File: src/rtl/approx_mul_pkg.sv
// Shared types and arithmetic for the round-robin scheduled approximate multiplier.
package approx_mul_pkg;

    localparam int unsigned OP_W  = 8;
    localparam int unsigned RES_W = 16;

    typedef struct packed {
        logic [OP_W-1:0] x;
        logic [OP_W-1:0] y;
        logic            exact;
    } mul_op_t;

    // l=2 truncated-exchange product: the two low x bits are dropped except
    // for the carries they would contribute at weight 2^8.
    function automatic logic [RES_W-1:0] approx_l2_mul(input logic [OP_W-1:0] x,
                                                       input logic [OP_W-1:0] y);
        logic [RES_W-1:0] p;
        logic [RES_W-1:0] c;
        p = RES_W'(y) * RES_W'(x[7:2]);
        c = RES_W'((x[0] & y[7]) | (x[1] & y[6])) + RES_W'(x[1] & y[7]);
        return (p << 2) + (c << 8);
    endfunction

endpackage

File: src/rtl/rr_arbiter.sv
// Round-robin arbiter: combinational grant from req and the pointer, plus the pointer register.
module rr_arbiter #(
    parameter int unsigned N   = 4,
    parameter int unsigned IDW = $clog2(N)
) (
    input  logic           clk,
    input  logic           rst,
    input  logic [N-1:0]   req,
    input  logic           en,
    output logic [N-1:0]   grant,
    output logic [IDW-1:0] grant_id
);

    logic [IDW-1:0] ptr;
    logic           found;
    int unsigned    idx;

    always_comb begin
        grant    = '0;
        grant_id = '0;
        found    = 1'b0;
        idx      = 0;
        for (int unsigned k = 0; k < N; k++) begin
            idx = (32'(ptr) + k) % N;
            if (!found && req[idx]) begin
                found    = 1'b1;
                grant_id = IDW'(idx);
            end
        end
        if (en && found) begin
            grant[grant_id] = 1'b1;
        end
    end

    // A grant always implies a transfer, since only valid requesters are granted.
    always_ff @(posedge clk or posedge rst) begin
        if (rst) begin
            ptr <= '0;
        end else if (|grant) begin
            ptr <= (32'(grant_id) == N - 1) ? '0 : grant_id + IDW'(1);
        end
    end

endmodule

File: src/rtl/approx_mul_rr_scheduler.sv
// Shares one 2-stage 8x8 multiplier (exact or l=2 approximate) among NREQ requesters.
module approx_mul_rr_scheduler
    import approx_mul_pkg::*;
#(
    parameter int unsigned NREQ = 4,
    parameter int unsigned IDW  = $clog2(NREQ)
) (
    input  logic                 clk,
    input  logic                 rst,
    input  logic [NREQ-1:0]      req_valid,
    output logic [NREQ-1:0]      req_ready,
    input  logic [NREQ*OP_W-1:0] req_x,
    input  logic [NREQ*OP_W-1:0] req_y,
    input  logic [NREQ-1:0]      req_exact,
    output logic                 res_valid,
    input  logic                 res_ready,
    output logic [RES_W-1:0]     res_z,
    output logic [IDW-1:0]       res_id,
    output logic                 res_exact,
    output logic                 busy
);

    logic             s1_v;
    mul_op_t          s1_op;
    logic [IDW-1:0]   s1_id;
    logic             s2_v;
    logic [RES_W-1:0] s2_z;
    logic [IDW-1:0]   s2_id;
    logic             s2_exact;

    logic             adv1;
    logic             adv2;
    logic [NREQ-1:0]  grant;
    logic [IDW-1:0]   grant_id;
    mul_op_t          in_op;
    logic [RES_W-1:0] mul_z;

    assign adv2 = !s2_v || res_ready;
    assign adv1 = !s1_v || adv2;

    // Reset also masks the combinational accept so every output reads 0 during reset.
    rr_arbiter #(
        .N   (NREQ),
        .IDW (IDW)
    ) u_arb (
        .clk      (clk),
        .rst      (rst),
        .req      (req_valid),
        .en       (adv1 && !rst),
        .grant    (grant),
        .grant_id (grant_id)
    );

    assign req_ready = grant;

    always_comb begin
        in_op.x     = req_x[32'(grant_id)*OP_W +: OP_W];
        in_op.y     = req_y[32'(grant_id)*OP_W +: OP_W];
        in_op.exact = req_exact[grant_id];
        mul_z       = s1_op.exact ? RES_W'(s1_op.x) * RES_W'(s1_op.y)
                                  : approx_l2_mul(s1_op.x, s1_op.y);
    end

    always_ff @(posedge clk or posedge rst) begin
        if (rst) begin
            s1_v     <= 1'b0;
            s1_op    <= '0;
            s1_id    <= '0;
            s2_v     <= 1'b0;
            s2_z     <= '0;
            s2_id    <= '0;
            s2_exact <= 1'b0;
        end else begin
            if (adv2) begin
                s2_v <= s1_v;
                if (s1_v) begin
                    s2_z     <= mul_z;
                    s2_id    <= s1_id;
                    s2_exact <= s1_op.exact;
                end
            end
            if (adv1) begin
                s1_v <= |grant;
                if (|grant) begin
                    s1_op <= in_op;
                    s1_id <= grant_id;
                end
            end
        end
    end

    assign res_valid = s2_v;
    assign res_z     = s2_z;
    assign res_id    = s2_id;
    assign res_exact = s2_exact;
    assign busy      = s1_v || s2_v;

endmodule

File: config.mk
export PLATFORM = sky130hd
export DESIGN_NAME = approx_mul_rr_scheduler
export DESIGN_NICKNAME = d
export VERILOG_FILES = /design/src/rtl/approx_mul_pkg.sv /design/src/rtl/rr_arbiter.sv /design/src/rtl/approx_mul_rr_scheduler.sv
export SDC_FILE = /design/constraint.sdc
export NUM_CORES = 1
export LEC_CHECK = 0
export ABC_AREA = 1
export CAP_MARGIN = 20
export CORE_AREA = 4 4 163 165
export CTS_CLUSTER_DIAMETER = 100
export DETAILED_ROUTE_END_ITERATION = 10
export DIE_AREA = 0 0 167 169
export PLACE_DENSITY = 0.47
export SKIP_LAST_GASP = 1
export SYNTH_ARGS = -nofsm -noshare
export SYNTH_HDL_FRONTEND = slang
export SYNTH_HIERARCHICAL = 1
export SYNTH_SLANG_ARGS = --single-unit
File: constraint.sdc
create_clock -name clk -period 8.9 [get_ports clk]
set_clock_uncertainty 0.15 [all_clocks]
set_input_delay 2.67 -clock clk [delete_from_list [all_inputs] [get_ports clk]]
set_output_delay 2.67 -clock clk [all_outputs]
set_load 0.05 [all_outputs]
* After elaboration in Yosys (flattened, before gate mapping)
Cells that the tools add are included.
** Storage, ports and cells
- Bits in registers :: 42
- Latch bits :: 0
- Memory bits (writable) :: 0
- Bits in read-only memories :: 0
- Input port bits :: 75
- Output and inout port bits :: 25
- Word-level logic and storage cells :: 72
- Memories :: 0
** Operators by class
- Add/sub/neg operators :: 6
- $mul :: 2
- Divide/modulo/power cells :: 0
- Order comparisons :: 6
- Eq/ne operators :: 1
- Shift-type cells :: 2
- Multiplexer cells :: 23
- Bitwise operators :: 4
- Reduce and logical (&&, ||, !) cells :: 18
** Operator list (count)
- 32-bit by 6-bit indexed part select with 8-bit output :: 2
- 16-bit by 10-bit adder with 16-bit output :: 1
- 8-bit by 8-bit multiplier with 16-bit output :: 1
- 16-bit two-way mux :: 1
- 2-bit by 3-bit less-than comparator with 1-bit output (second input constant) :: 5
- 8-bit by 6-bit multiplier with 14-bit output :: 1
- 1-bit binary-select mux with 2-bit select :: 5
- 1-bit two-way mux :: 10
- 2-bit two-way mux :: 5
- 1-bit logical AND :: 6
- 1-bit zero test :: 6
- 2-bit by 1-bit adder with 2-bit output (second input constant) :: 2
- 2-bit adder (second input constant) :: 2
- 4-bit two-way mux :: 1
- 2-bit AND reduction :: 2
- 4-bit OR reduction :: 1
- 1-bit AND :: 3
- 1-bit logical OR :: 3
- 1-bit by 1-bit adder with 2-bit output :: 1
- 1-bit demux with 2-bit select :: 1
- 2-bit equality test (second input constant) :: 1
- 2-bit by 1-bit greater-or-equal comparator with 1-bit output (second input constant) :: 1
- 1-bit bitwise OR :: 1

* Longest topological paths before layout
- Depth after elaboration :: 19
- Gate-level depth with buffers :: 24

* Hierarchy
Netlist, hierarchy kept.
** By module, submodules not included
- approx_mul_rr_scheduler :: times used 1, cells each 819, area an instance 5758.0 sq um
- rr_arbiter :: times used 1, cells each 76, area an instance 479.2 sq um

* Least setup slack after synthesis
No wires, ideal clock.
- Kind :: input port to output port
- From :: input port rst
- To :: output port req_ready[0]
- Arrival :: 4551 ps
- Setup slack :: 1529 ps
- Stages on the path :: 5
- Buffers on the path :: 0
- Cells stage by stage :: inv_1 -> nand2_1 -> inv_1 -> nand2_1 -> nor2_1
** Between the ends
- Word-level cells in the longest chain between the ends :: 4
** RTL lines
- from (decl) :: line approx_mul_rr_scheduler.sv:9 : input logic rst,
- 1-bit zero test (no line)
- 1-bit logical AND :: line approx_mul_rr_scheduler.sv:49 : .en (adv1 && !rst),
- 1-bit logical AND :: line rr_arbiter.sv:30 : if (en && found) begin
- 4-bit two-way mux :: line rr_arbiter.sv:30
- to (decl) :: line approx_mul_rr_scheduler.sv:11 : output logic [NREQ-1:0] req_ready,
Every way passes these cells.

* Worst setup path after layout
- From :: input port req_valid[3]
- To :: output port req_ready[2]
** Between the ends
- Word-level cells in the longest chain between the ends :: 17
- Elaborated cells between the ends (all ways) :: 29
- Classes of those cells :: order compare: 2; mux: 19; reduce/logical: 8
** RTL lines
- from (decl) :: line approx_mul_rr_scheduler.sv:10 : input logic [NREQ-1:0] req_valid,
- 1-bit binary-select mux with 2-bit select :: line rr_arbiter.sv:25 : if (!found && req[idx]) begin
- 1-bit two-way mux (not written as such) :: line rr_arbiter.sv:25
- 1-bit two-way mux :: line rr_arbiter.sv:25
- 1-bit zero test :: line rr_arbiter.sv:25
- 1-bit logical AND :: line rr_arbiter.sv:25
- 1-bit two-way mux :: line rr_arbiter.sv:25
- 1-bit zero test :: line rr_arbiter.sv:25
- 1-bit logical AND :: line rr_arbiter.sv:25
- [... 2 more ...]
- 1-bit logical AND :: line rr_arbiter.sv:25
- 2-bit two-way mux * :: line rr_arbiter.sv:25
- via grant_id[1] :: line approx_mul_rr_scheduler.sv:34 : logic [IDW-1:0] grant_id;
- 2-bit by 3-bit less-than comparator with 1-bit output (not written as such) or 2-bit by 1-bit greater-or-equal comparator with 1-bit output (tied branches) :: line rr_arbiter.sv:31 : grant[grant_id] = 1'b1;
- 1-bit logical AND (not written as such) :: line rr_arbiter.sv:31
- 1-bit two-way mux (not written as such) :: line rr_arbiter.sv:31
- 1-bit demux with 2-bit select *
- 4-bit two-way mux * :: line rr_arbiter.sv:30
The timed path passes the listed nets; every way through them passes the cells marked *. The select of a mux whose other input is x is not followed.

==> metrics.md <==
| Metric | Value |
|---|---|
| Clk root buf | `clkbuf_16` |
| Final GP Congestion | `0.802` |
| Netlist cell types | `41` |
| Worst EP required | `6.08 ns` |
| Data arrival time of the worst path | `5.54 ns` |
| Clock slew at reported path FFs | `0.06 ns` |
| Total core area | `0.0250 mm^2` |
| Clock Latency Late Sink | `0.30 ns` |
| Post-synth EDFFs | `0` |
| Drt initial violations | `189` |
| Layout cells sized above 1 | `4.75%` |
| Drt pass-1 iters | `4` |
| Clock sinks | `42` |
| Die Area | `0.0282 mm^2` |
| Drt drc | `0` |
| Crit path kind | `input port to output port` |
| Antenna cell count | `0` |
| Max FO, Critical Path | `20` |
| Max clock buf depth | `2` |
| Vias in the first global route | `5774` |
| Site row count | `58` |
| Post-synthesis sequential area ratio | `16.9%` |
| Hold crit path type | `register to register` |
| FFs w/ async S/R, synth | `100%` |
| First-pass GRT wire length | `29.0 mm` |
| WL per Instance | `13.1 um` |
| Total number of vias | `5553` |
| Synthesis Warnings | `6` |
| Number of nets in the layout | `1166` |
| Resized cells post-CTS | `0` |
| Starting density of the core | `24.9%` |
| Largest net degree at the start of global routing | `41` |
| Most frequent cells in the layout | `217 x nand2_1, 182 x inv_1, 97 x clkdlybuf4s50_1` |
| Commonest non-fill, non-tap cell in the layout | `nand2_1` |
| Area Overhead vs Synth | `22.7%` |
| Final setup fails | `0` |
| Final Hold Viols | `0` |
| Slew @ Worst Pin | `0.911 ns` |
| Critical Path Start Type | `input port` |
| Die Y | `169 um` |
| Slew margin rel. | `39.2%` |
| Post-synthesis cell count | `895` |
| Detail Route Antenna Nets | `0` |
| Global Route Usage Sum | `12.5%` |
| Achievable Freq | `0.120 GHz` |
| CTS Hold Bufs | `0` |
| CTS buffer count | `5` |
| Status | `completed` |
| CTS tree | `yes` |
| Initial antenna violation count | `0` |
| Via-per-instance ratio | `4.27` |
| Fin Setup TNS | `0 ns` |
| IO buf count | `99` |
| Net Count, Synth | `1093` |
| Syn_area_per_cell | `6.97 um^2` |
| R2R setup slack | `4.05 ns` |
| RSZ-0062 raised after global routing | `false` |
| Global route total overflow | `0` |
| Final period utilization | `93.9%` |
| # fillers | `2760` |
| Synth Register Bits | `42` |
| H-tree levels | `2` |
| Syn Std Cell Area | `0.00624 mm^2` |
| DP Wirelength | `14.2 mm` |
| Final slew viol count | `0` |
| Crit path time final | `8.36 ns` |
| Top FF cell, synth | `dfrtp_1` |
| Crit end category | `output port` |
| Post-CTS setup buffers | `0` |
| Max-Cap Viols | `0` |
| Total I/O pin count | `100` |
| Die Wd | `167 um` |
| WL final | `17.0 mm` |
==> flip-flops by register name, indices dropped and copies added, names as in the netlist <==
name and cells:
u_arb/ptr 2, res_valid 1, res_z 16, res_exact 1, s1_id 2, s1_op 17, res_id 2, s1_v 1
==> layout make-up <==
class	instances	area [um^2]	area share, %
Timing Repair Buffer	101	1000	13.1
Clock inverter	2	12.5	0.163
Tap cell	330	413	5.39
Inverter	189	714	9.33
Clock buffer	6	139	1.81
Sequential cell	42	1050	13.7
Multi-Input combinational cell	629	4320	56.5
==> cell usage after synthesis, types with 2 or more instances <==
library cell,count,area [um^2]
a21o_1,2,15.0
a21oi_1,29,145
a31oi_1,10,62.6
and2_1,2,12.5
buf_2,2,10.0
buf_4,2,15.0
clkbuf_1,30,113
clkinv_1,2,7.51
dfrtp_1,42,1050
fa_1,57,1140
ha_1,66,826
inv_1,183,687
inv_2,3,11.3
nand2_1,217,815
nand2_2,17,106
nand3_1,31,155
nand3_2,3,30.0
nand4_1,5,31.3
nor2_1,86,323
nor2_2,2,12.5
nor3_1,2,10.0
o211ai_2,3,37.5
o21a_1,3,22.5
o21ai_0,56,280
o21bai_1,4,30.0
o221ai_1,2,17.5
o22ai_1,12,75.1
xnor2_1,3,26.3
xor2_1,7,61.3
==> per-layer routing <==
layer	wire length (um)	GRT usage [%]	up-vias
met5	0	0	-
met4	191	2.92	0
met3	844	2.34	10
met2	7940	21.3	110
met1	8050	16.5	2540
li1	-	-	2893
==> kinds of logic after synthesis <==
family | synth area share, %
AND/OR/NAND/NOR | 25.0
buffers and inverters | 13.8
AO/OA/AOI/OAI | 11.3
adder cells (fa/ha/maj) | 31.5
flip-flops | 16.9
XOR/XNOR | 1.40
==> final timing paths <==
path | from | endpoint | cells after the start
min | res_id[1] | res_id[1] | 2
min in group asynchronous | rst | u_arb/ptr[1] | 2
max | req_valid[3] | req_ready[2] | 14
max in group asynchronous | rst | s1_op[15] | 3
max reg2reg | s1_op[6] | res_z[10] | 18
min reg2reg | res_id[1] | res_id[1] | 2
==> metrics by stage <==
step	hold slack, ns	cell area [um^2]	util [%]	worst slack, ns	cells
2_1_floorplan	0.292	6240	-	1.53	895
5_1_grt	0.362	7650	30.6	0.347	1299
6_report	0.334	7650	30.6	0.540	1299
3_3_place_gp	0.319	7500	30.0	0.602	1291
4_1_cts	0.338	7650	30.6	0.533	1299
3_5_place_dp	0.320	7500	30.0	0.548	1291
==> worst max-delay path: stages <==
cell and delay, ns:
clkdlybuf4s50_1 0.42, inv_1 0.07, nand2_2 0.06, nand3_1 0.16, nand2_2 0.08, nor2_4 0.14, nand2_1 0.11, o211ai_2 0.16
nand2_1 0.14, inv_2 0.27, ha_1 0.25, inv_1 0.05, nor2_1 0.13, clkdlybuf4s50_1 0.82
Power is left out: the tool's default activity adds up to more than one toggle a clock period on the data nets, which glitch-free logic cannot reach.
